===== src/rtl/cpu_sequencer.sv =====
// Multi-cycle load/add/store sequencer over a synchronous single-port memory.
// Optional CPU_SEQUENCER_CARRY_EN adds a carry flag updated by ADD write-back.
module cpu_sequencer #(
    parameter logic [7:0] RESET_PC = 8'd20,
    parameter logic [7:0] MEM_TOP  = 8'd127
) (
    input  logic        clk,
    input  logic        reset,
    input  logic        start,
    output logic [7:0]  MAR,
    output logic        EN,
    output logic        CS,
    output logic [15:0] mem_wdata,
    input  logic [15:0] mem_rdata,
    output logic        halted,
    output logic        error,
    output logic [7:0]  pc,
    output logic [15:0] instr_count,
`ifdef CPU_SEQUENCER_CARRY_EN
    output logic        carry,
`endif
    input  logic [1:0]  dbg_sel,
    output logic [15:0] dbg_value
);

    typedef enum logic [2:0] {
        StIdle, StFetch, StFwait, StDecode, StExec, StEwait, StWb, StHalt
    } state_e;

    localparam logic [3:0] OpLoad  = 4'h3;
    localparam logic [3:0] OpAdd   = 4'h7;
    localparam logic [3:0] OpStore = 4'hB;
    localparam logic [3:0] OpHalt  = 4'hF;

    state_e            state_q, state_d;
    logic [7:0]        pc_q, pc_d;
    logic [15:0]       ir_q, ir_d;
    logic [3:0][15:0]  rf_q, rf_d;
    logic [15:0]       cnt_q, cnt_d;
    logic              halted_q, halted_d;
    logic              error_q, error_d;
    logic              en_q, en_d;
    logic              cs_q, cs_d;
    logic [7:0]        mar_q, mar_d;
    logic [15:0]       wdata_q, wdata_d;
    logic              fetch_req;
    logic              op_legal;

    logic [3:0] op;
    logic [1:0] sel;
    logic [7:0] addr;

    assign op   = ir_q[15:12];
    assign sel  = ir_q[9:8];
    assign addr = ir_q[7:0];

`ifdef CPU_SEQUENCER_CARRY_EN
    logic        carry_q, carry_d;
    logic [16:0] add_sum;
    assign add_sum = {1'b0, rf_q[sel]} + {1'b0, mem_rdata};
`else
    logic [15:0] add_sum;
    assign add_sum = rf_q[sel] + mem_rdata;
`endif

    always_comb begin
        op_legal = 1'b0;
        case (op)
            OpLoad, OpAdd, OpStore, OpHalt: op_legal = 1'b1;
            default:                        op_legal = 1'b0;
        endcase
    end

    always_comb begin
        state_d   = state_q;
        pc_d      = pc_q;
        ir_d      = ir_q;
        rf_d      = rf_q;
        cnt_d     = cnt_q;
        halted_d  = halted_q;
        error_d   = error_q;
        en_d      = 1'b0;
        cs_d      = 1'b0;
        mar_d     = mar_q;
        wdata_d   = wdata_q;
        fetch_req = 1'b0;
`ifdef CPU_SEQUENCER_CARRY_EN
        carry_d   = carry_q;
`endif

        case (state_q)
            StIdle: begin
                if (start) fetch_req = 1'b1;
            end
            StFetch: state_d = StFwait;
            StFwait: begin
                ir_d    = mem_rdata;
                state_d = StDecode;
            end
            StDecode: begin
                pc_d = pc_q + 8'd1;
                if (!op_legal || ir_q[11:10] != 2'b00) begin
                    state_d  = StHalt;
                    halted_d = 1'b1;
                    error_d  = 1'b1;
                end else if (op == OpHalt) begin
                    state_d  = StHalt;
                    halted_d = 1'b1;
                end else if (addr > MEM_TOP) begin
                    state_d  = StHalt;
                    halted_d = 1'b1;
                    error_d  = 1'b1;
                end else begin
                    state_d = StExec;
                    en_d    = 1'b1;
                    mar_d   = addr;
                    if (op == OpStore) begin
                        cs_d    = 1'b1;
                        wdata_d = rf_q[sel];
                    end
                end
            end
            StExec: begin
                if (op == OpStore) begin
                    if (cnt_q != 16'hFFFF) cnt_d = cnt_q + 16'd1;
                    fetch_req = 1'b1;
                end else begin
                    state_d = StEwait;
                end
            end
            StEwait: state_d = StWb;
            StWb: begin
                if (op == OpLoad) begin
                    rf_d[sel] = mem_rdata;
                end else begin
                    rf_d[sel] = add_sum[15:0];
`ifdef CPU_SEQUENCER_CARRY_EN
                    carry_d   = add_sum[16];
`endif
                end
                if (cnt_q != 16'hFFFF) cnt_d = cnt_q + 16'd1;
                fetch_req = 1'b1;
            end
            StHalt: state_d = StHalt;
            default: state_d = StIdle;
        endcase

        // An out-of-range fetch stops here so EN is never raised for it.
        if (fetch_req) begin
            if (pc_q > MEM_TOP) begin
                state_d  = StHalt;
                halted_d = 1'b1;
                error_d  = 1'b1;
            end else begin
                state_d = StFetch;
                en_d    = 1'b1;
                cs_d    = 1'b0;
                mar_d   = pc_q;
            end
        end
    end

    always_ff @(posedge clk) begin
        if (reset) begin
            state_q  <= StIdle;
            pc_q     <= RESET_PC;
            ir_q     <= 16'h0000;
            rf_q     <= '0;
            cnt_q    <= 16'h0000;
            halted_q <= 1'b0;
            error_q  <= 1'b0;
            en_q     <= 1'b0;
            cs_q     <= 1'b0;
            mar_q    <= 8'h00;
            wdata_q  <= 16'h0000;
`ifdef CPU_SEQUENCER_CARRY_EN
            carry_q  <= 1'b0;
`endif
        end else begin
            state_q  <= state_d;
            pc_q     <= pc_d;
            ir_q     <= ir_d;
            rf_q     <= rf_d;
            cnt_q    <= cnt_d;
            halted_q <= halted_d;
            error_q  <= error_d;
            en_q     <= en_d;
            cs_q     <= cs_d;
            mar_q    <= mar_d;
            wdata_q  <= wdata_d;
`ifdef CPU_SEQUENCER_CARRY_EN
            carry_q  <= carry_d;
`endif
        end
    end

    assign MAR         = mar_q;
    assign EN          = en_q;
    assign CS          = cs_q;
    assign mem_wdata   = wdata_q;
    assign halted      = halted_q;
    assign error       = error_q;
    assign pc          = pc_q;
    assign instr_count = cnt_q;
    assign dbg_value   = rf_q[dbg_sel];
`ifdef CPU_SEQUENCER_CARRY_EN
    assign carry       = carry_q;
`endif

endmodule


===== config.mk =====
export PLATFORM = sky130hd
export DESIGN_NAME = cpu_sequencer
export DESIGN_NICKNAME = d
export VERILOG_FILES = /design/src/rtl/cpu_sequencer.sv
export SDC_FILE = /design/constraint.sdc
export NUM_CORES = 1
export LEC_CHECK = 0
export ABC_AREA = 1
export CAP_MARGIN = 20
export CORE_ASPECT_RATIO = 1.2
export CORE_MARGIN = 2
export CORE_UTILIZATION = 45
export DETAILED_ROUTE_END_ITERATION = 12
export PLACE_DENSITY = 0.64
export SLEW_MARGIN = 5
export SYNTH_ARGS = -nofsm -noshare
export SYNTH_HDL_FRONTEND = slang
export SYNTH_SLANG_ARGS = --single-unit
export TNS_END_PERCENT = 10

===== constraint.sdc =====
create_clock -name clk -period 4.2 [get_ports clk]
set_input_delay 0.42 -clock clk [delete_from_list [all_inputs] [get_ports clk]]
set_output_delay 0.42 -clock clk [all_outputs]
set_load 0.05 [all_outputs]

# == After elaboration in Yosys (flattened, before gate mapping) ==
# Index checks and enable logic that the tools add are counted.
# classes
n_addsub,3
n_lt_le_gt_ge,5
eq_ne,14
n_mux,53
n_bitwise,3
n_reduce_logical,11
# op_table
cell,n
$bwmux W64,2
$mux W16,5
$bmux W16 S2,2
$mux W64,1
$mux W8,6
$demux W16 S2,1
$pmux W16 S2,1
$mux W1,27
$pmux W3 S6,1
$add A16 B1 Y16 const B,1
$add A16 B16 Y16,1
$gt A8 B7 Y1 const B,2
$ne A16 B16 Y1 const B,1
$eq A3 B3 Y1 const B,4
$mux W3,3
$add A8 B1 Y8 const B,1
$eq A4 B4 Y1 const B,2
$reduce_bool A7 Y1,1
$eq A3 B2 Y1 const B,2
$lt A2 B3 Y1 const B,2
$mux W2,3
$reduce_and A5 Y1,1
$eq A4 B2 Y1 const B,1
$eq A4 B3 Y1 const B,1
other kinds (13),17
# word_totals
regBits,135
output_inout_bits,68
wordCells,103

# == Depth between registers and ports, before layout ==
# logic_depth
word_depth,9
depth_mapped,17
mapped_depth_nobuf,16

# == Worst setup path after synthesis ==
# No wires, ideal clock.
# synth_path
kind,reg2reg
startpoint,register ir_q[9]
endpoint,register rf_q[22] (netlist name)
arrival_time_ps,2224
t_required_ps,4072
path_slack_ps,1848
path_stages_with_launch,16
path_buffers,1
synth_period_minus_slack_ps,2352
path_cell_list,dfxtp_1 -> nand2_1 -> inv_2 -> buf_2 -> nand2_1 -> nand4_1 -> ha_1 -> fa_1 -> nand2_1 -> nand3_1 -> nand3_1 -> nand2_1 -> a21oi_1 -> o21ai_0 -> o21ai_1 -> a21oi_1
# synth_via
elab_chain_cells,6
# synth_rtl
element,line,text
"start, declared",37,"logic [15:0] ir_q, ir_d;"
"start signal, assigned",182,ir_q <= ir_d;
"parallel branches: the longest is 5 deep, another holds $add A16 B16 Y16",-,
$mux W64 (*),133,if (op == OpLoad) begin
"end signal, assigned",183,rf_q <= rf_d;
"end, declared",38,"logic [3:0][15:0] rf_q, rf_d;"
# Every way passes the cells marked *. The select of a mux whose other input is x is not followed.
# A chain may end at the register's enable or synchronous reset.

# == Final worst setup path ==
# layout_path
startpoint,input dbg_sel[0]
endpoint,output dbg_value[11]
# layout_via
elab_chain_cells,2
# layout_rtl
element,line,text
"start, declared",22,"input logic [1:0] dbg_sel,"
$bmux W16 S2,205,assign dbg_value = rf_q[dbg_sel];
$mux W16 (implied by the code),205,
"end, declared",23,output logic [15:0] dbg_value
# Every way passes these cells. The select of a mux whose other input is x is not followed.

==> results.json <==
{
  "period_share": 0.713,
  "yosysUniqueCellTypes": 47,
  "reg2reg_depth": 14,
  "leakagePower_nw": 3.75,
  "p_sw_w": 0.00143,
  "ioPinCount": 89,
  "hp-start": "mem_wdata[8]",
  "core_area_mm2": 0.0161,
  "vdd_ir_drop_max_mv": 0.286,
  "outcome": "finished, final reports clean",
  "dpl_cell_area_mm2": 0.00829,
  "antenna_found_initial": 0,
  "hold_end": "mem_wdata[8]",
  "crit_fanout": 21,
  "final.fill_count": 1631,
  "ys.flop_type": "dfxtp_1",
  "r2r_setup_slack_ns": 1.24,
  "vias_per_cell": 5.26,
  "critPathKind": "input pin to primary output",
  "cts-hold-fix-buffers": 0,
  "grt_overflow": 0,
  "fin_worst_skew_ns": 0.00772,
  "synth_area_leader_cell": "dfxtp_1",
  "min_period_ns": 2.99,
  "p_int_w": 0.00275,
  "syn2layout_area_growth_pct": 22.2,
  "clk_pin_slew_ns": 0.06,
  "path_delay_family": "buffers and inverters",
  "start_kind": "input pin",
  "synth_top_area_share": 0.370,
  "htreeDepth": 4,
  "fp-row-count": 51,
  "die_y_um": 143,
  "path_cells": "clkdlybuf4s50_1 > inv_1 > buf_4 > o21ai_0 > o22ai_1 > clkdlybuf4s50_1",
  "combPwrFrac": 0.259,
  "cts_buffer_depth": 2,
  "p_seq_frac": 0.358,
  "fin_area_mm2": 0.00892,
  "place_congestion": 0.916,
  "insertedDiodeCount": 0,
  "fin_nets": 1191,
  "synth_nets": 1120,
  "cts_tree": "done",
  "cts_setup_buffers": 0,
  "clock_latency_ns": 0.42,
  "via_count": 7241,
  "finalMaxSlewViolations": 0,
  "min_path_type": "register to register",
  "max-cap-violations": 0,
  "fmax_mhz": 334,
  "grt_pass1_vias": 6769,
  "ant_nets": 0,
  "cts_made_buffers": 17,
  "drive_above_1_share": 0.0721,
  "critPathMostFrequentCell": "clkdlybuf4s50_1",
  "power_density_mw_per_mm2": 469,
  "grt_max_degree": 51,
  "drt_iter0_drc": 538,
  "holdPathStages": 2,
  "netlist_instances": 1081,
  "reg2reg_from": "ir_q[8]",
  "cts_resized": 0,
  "async_reset_ff_frac": 0,
  "grt_usage": 0.258,
  "synth_warnings": 0,
  "finalHoldViolCount": 0,
  "drt-total-wl_um": 21800,
  "syn_area_per_cell_um2": 6.75,
  "die-width_um": 120,
  "ys_top_cells_by_area": "dfxtp_1, nand2_1, a21oi_1, o21ai_0, inv_1",
  "drt_first_pass_iters": 5,
  "cts_root_buffer": "clkbuf_16",
  "relSlewSlack": 0.472,
  "cpMaxStageDelayCell": "clkdlybuf4s50_1",
  "worst_pin_slew_ns": 0.790,
  "rsz0062_at_grt": "false",
  "io_buffers": 88,
  "slowest_delay_ns": 0.84,
  "fin_tns_setup_ns": 0,
  "synth_edf_count": 0,
  "p_total_w": 0.00419,
  "swShare": 0.342,
  "synth_commonest_cells": "nand2_1, dfxtp_1, inv_1",
  "wl_per_cell_um": 15.8,
  "die-area_mm2": 0.0173,
  "cts.sinks": 135,
  "setup_viol": 0,
  "yosysSeqAreaShare": 0.370,
  "crit_buf_inv": 4,
  "drc": 0,
  "ys_ff_latch": 135,
  "post-synth-top-count-cell": "nand2_1",
  "cp.arrival_ns": 2.57,
  "power_frac_clock": 0.383,
  "grt_first_pass_wirelength_um": 34800,
  "timing.rr.end": "rf_q[23]",
  "start_util": 0.454,
  "worst_setup_path_end_kind": "primary output",
  "hpwl_um": 15700,
  "cp_data_required_time_ns": 3.78,
  "synth_area_mm2": 0.00730
}
## worst max-delay path by stage
stage | cells past startpoint | from | end
after floorplan | 15 | ir_q[9] | rf_q[22]
after global placement | 6 | dbg_sel[0] | dbg_value[11]
after detailed placement | 6 | dbg_sel[0] | dbg_value[11]
after CTS | 6 | dbg_sel[0] | dbg_value[11]
after global routing | 14 | ir_q[8] | rf_q[55]
final | 6 | dbg_sel[0] | dbg_value[11]
## through the flow
| stage | instances | hold WS (ns) | utilization | worst slack (ns) |
|---|---|---|---|---|
| floorplan | 1081 | 0.425 | - | 1.85 |
| global placement | 1345 | 0.432 | 0.515 | 1.23 |
| detailed placement | 1345 | 0.439 | 0.515 | 1.24 |
| CTS | 1377 | 0.447 | 0.555 | 1.21 |
| global route | 1377 | 0.468 | 0.555 | 1.03 |
| finish | 1377 | 0.444 | 0.555 | 1.21 |
## power groups by stage
stage	combinational [W]	clock (W)	sequential, W
3_5_place_dp	0.00108	0	0.00152
5_1_grt	0.00119	0.00168	0.00151
4_1_cts	0.00108	0.00162	0.00150
2_1_floorplan	0.000626	0	0.00164
3_3_place_gp	0.00107	0	0.00152
6_report	0.00109	0.00160	0.00150
## worst register-to-register path: stages, from the launching register on
cell	delay [ns]
dfxtp_1	0.42
inv_2	0.08
nor2_2	0.37
buf_4	0.27
a22oi_1	0.08
o221ai_1	0.15
ha_1	0.38
nand2_1	0.10
nand3_1	0.17
nand2_1	0.10
nand2_1	0.12
a21oi_1	0.14
o21ai_0	0.08
o21ai_0	0.22
a21oi_1	0.13
## sequential cells by signal, summed over array words and instances (netlist names)
signal	count
mem_wdata	16
error	1
MAR	8
instr_count	16
EN	1
halted	1
rf_q	64
state_q	3
CS	1
pc	8
ir_q	16
## logic make-up after synthesis
family,synth area share
compound gates,0.221
xor+xnor,0.0144
fa+ha+maj,0.0319
buf+inv,0.100
flops,0.370
mux,0.00274
simple gates,0.259
## cell usage in the layout (no fill, tap or decap), types with 2 or more instances in the layout
master           synthesis  final
nand4_1                  9      9
inv_1                  128    127
clkbuf_8                 0      2
ha_1                    17     17
nor2_2                   3      3
o21ai_0                117    117
buf_4                    3     11
nor2_4                   5      5
clkbuf_1                26      2
nand3_2                  9      9
a21oi_1                125    125
clkinv_2                 0      2
xor2_1                   8      8
inv_2                    9     10
clkinvlp_4               0      3
nor3_1                   9      9
clkbuf_16                0     17
o21ai_1                 14     14
nand3_1                 46     46
mux2i_1                  2      2
a22oi_1                 21     21
nor2_1                  97     97
or2_2                    2      2
clkdlybuf4s50_1          0     85
or2_0                    3      3
o221ai_1                 2      2
dfxtp_1                135    135
bufinv_16                0      4
o22ai_2                  2      2
o22ai_1                 16     16
xnor2_1                  4      4
nand2_2                  4      4
nand2_1                233    233
## layer usage
metal  share of wire  routed length, µm  GRT usage  vias to the layer above
met5               0                  0          0                        -
met4           0.036                795      0.126                        0
met3           0.041                889     0.0417                       51
met2            0.49              10700      0.452                      187
met1            0.43               9370      0.308                     3290
li1                -                  -          -                     3713
## layout make-up
class	instances	area, µm²	area share
multi-input combinational	763	3860	0.433
inverter	138	518	0.0581
sequential	135	2700	0.303
clock buffer	21	460	0.0516
clock inverter	11	170	0.0191
tap	212	265	0.0297
timing repair buffer	97	938	0.105
(Power assumes the default switching activity.)
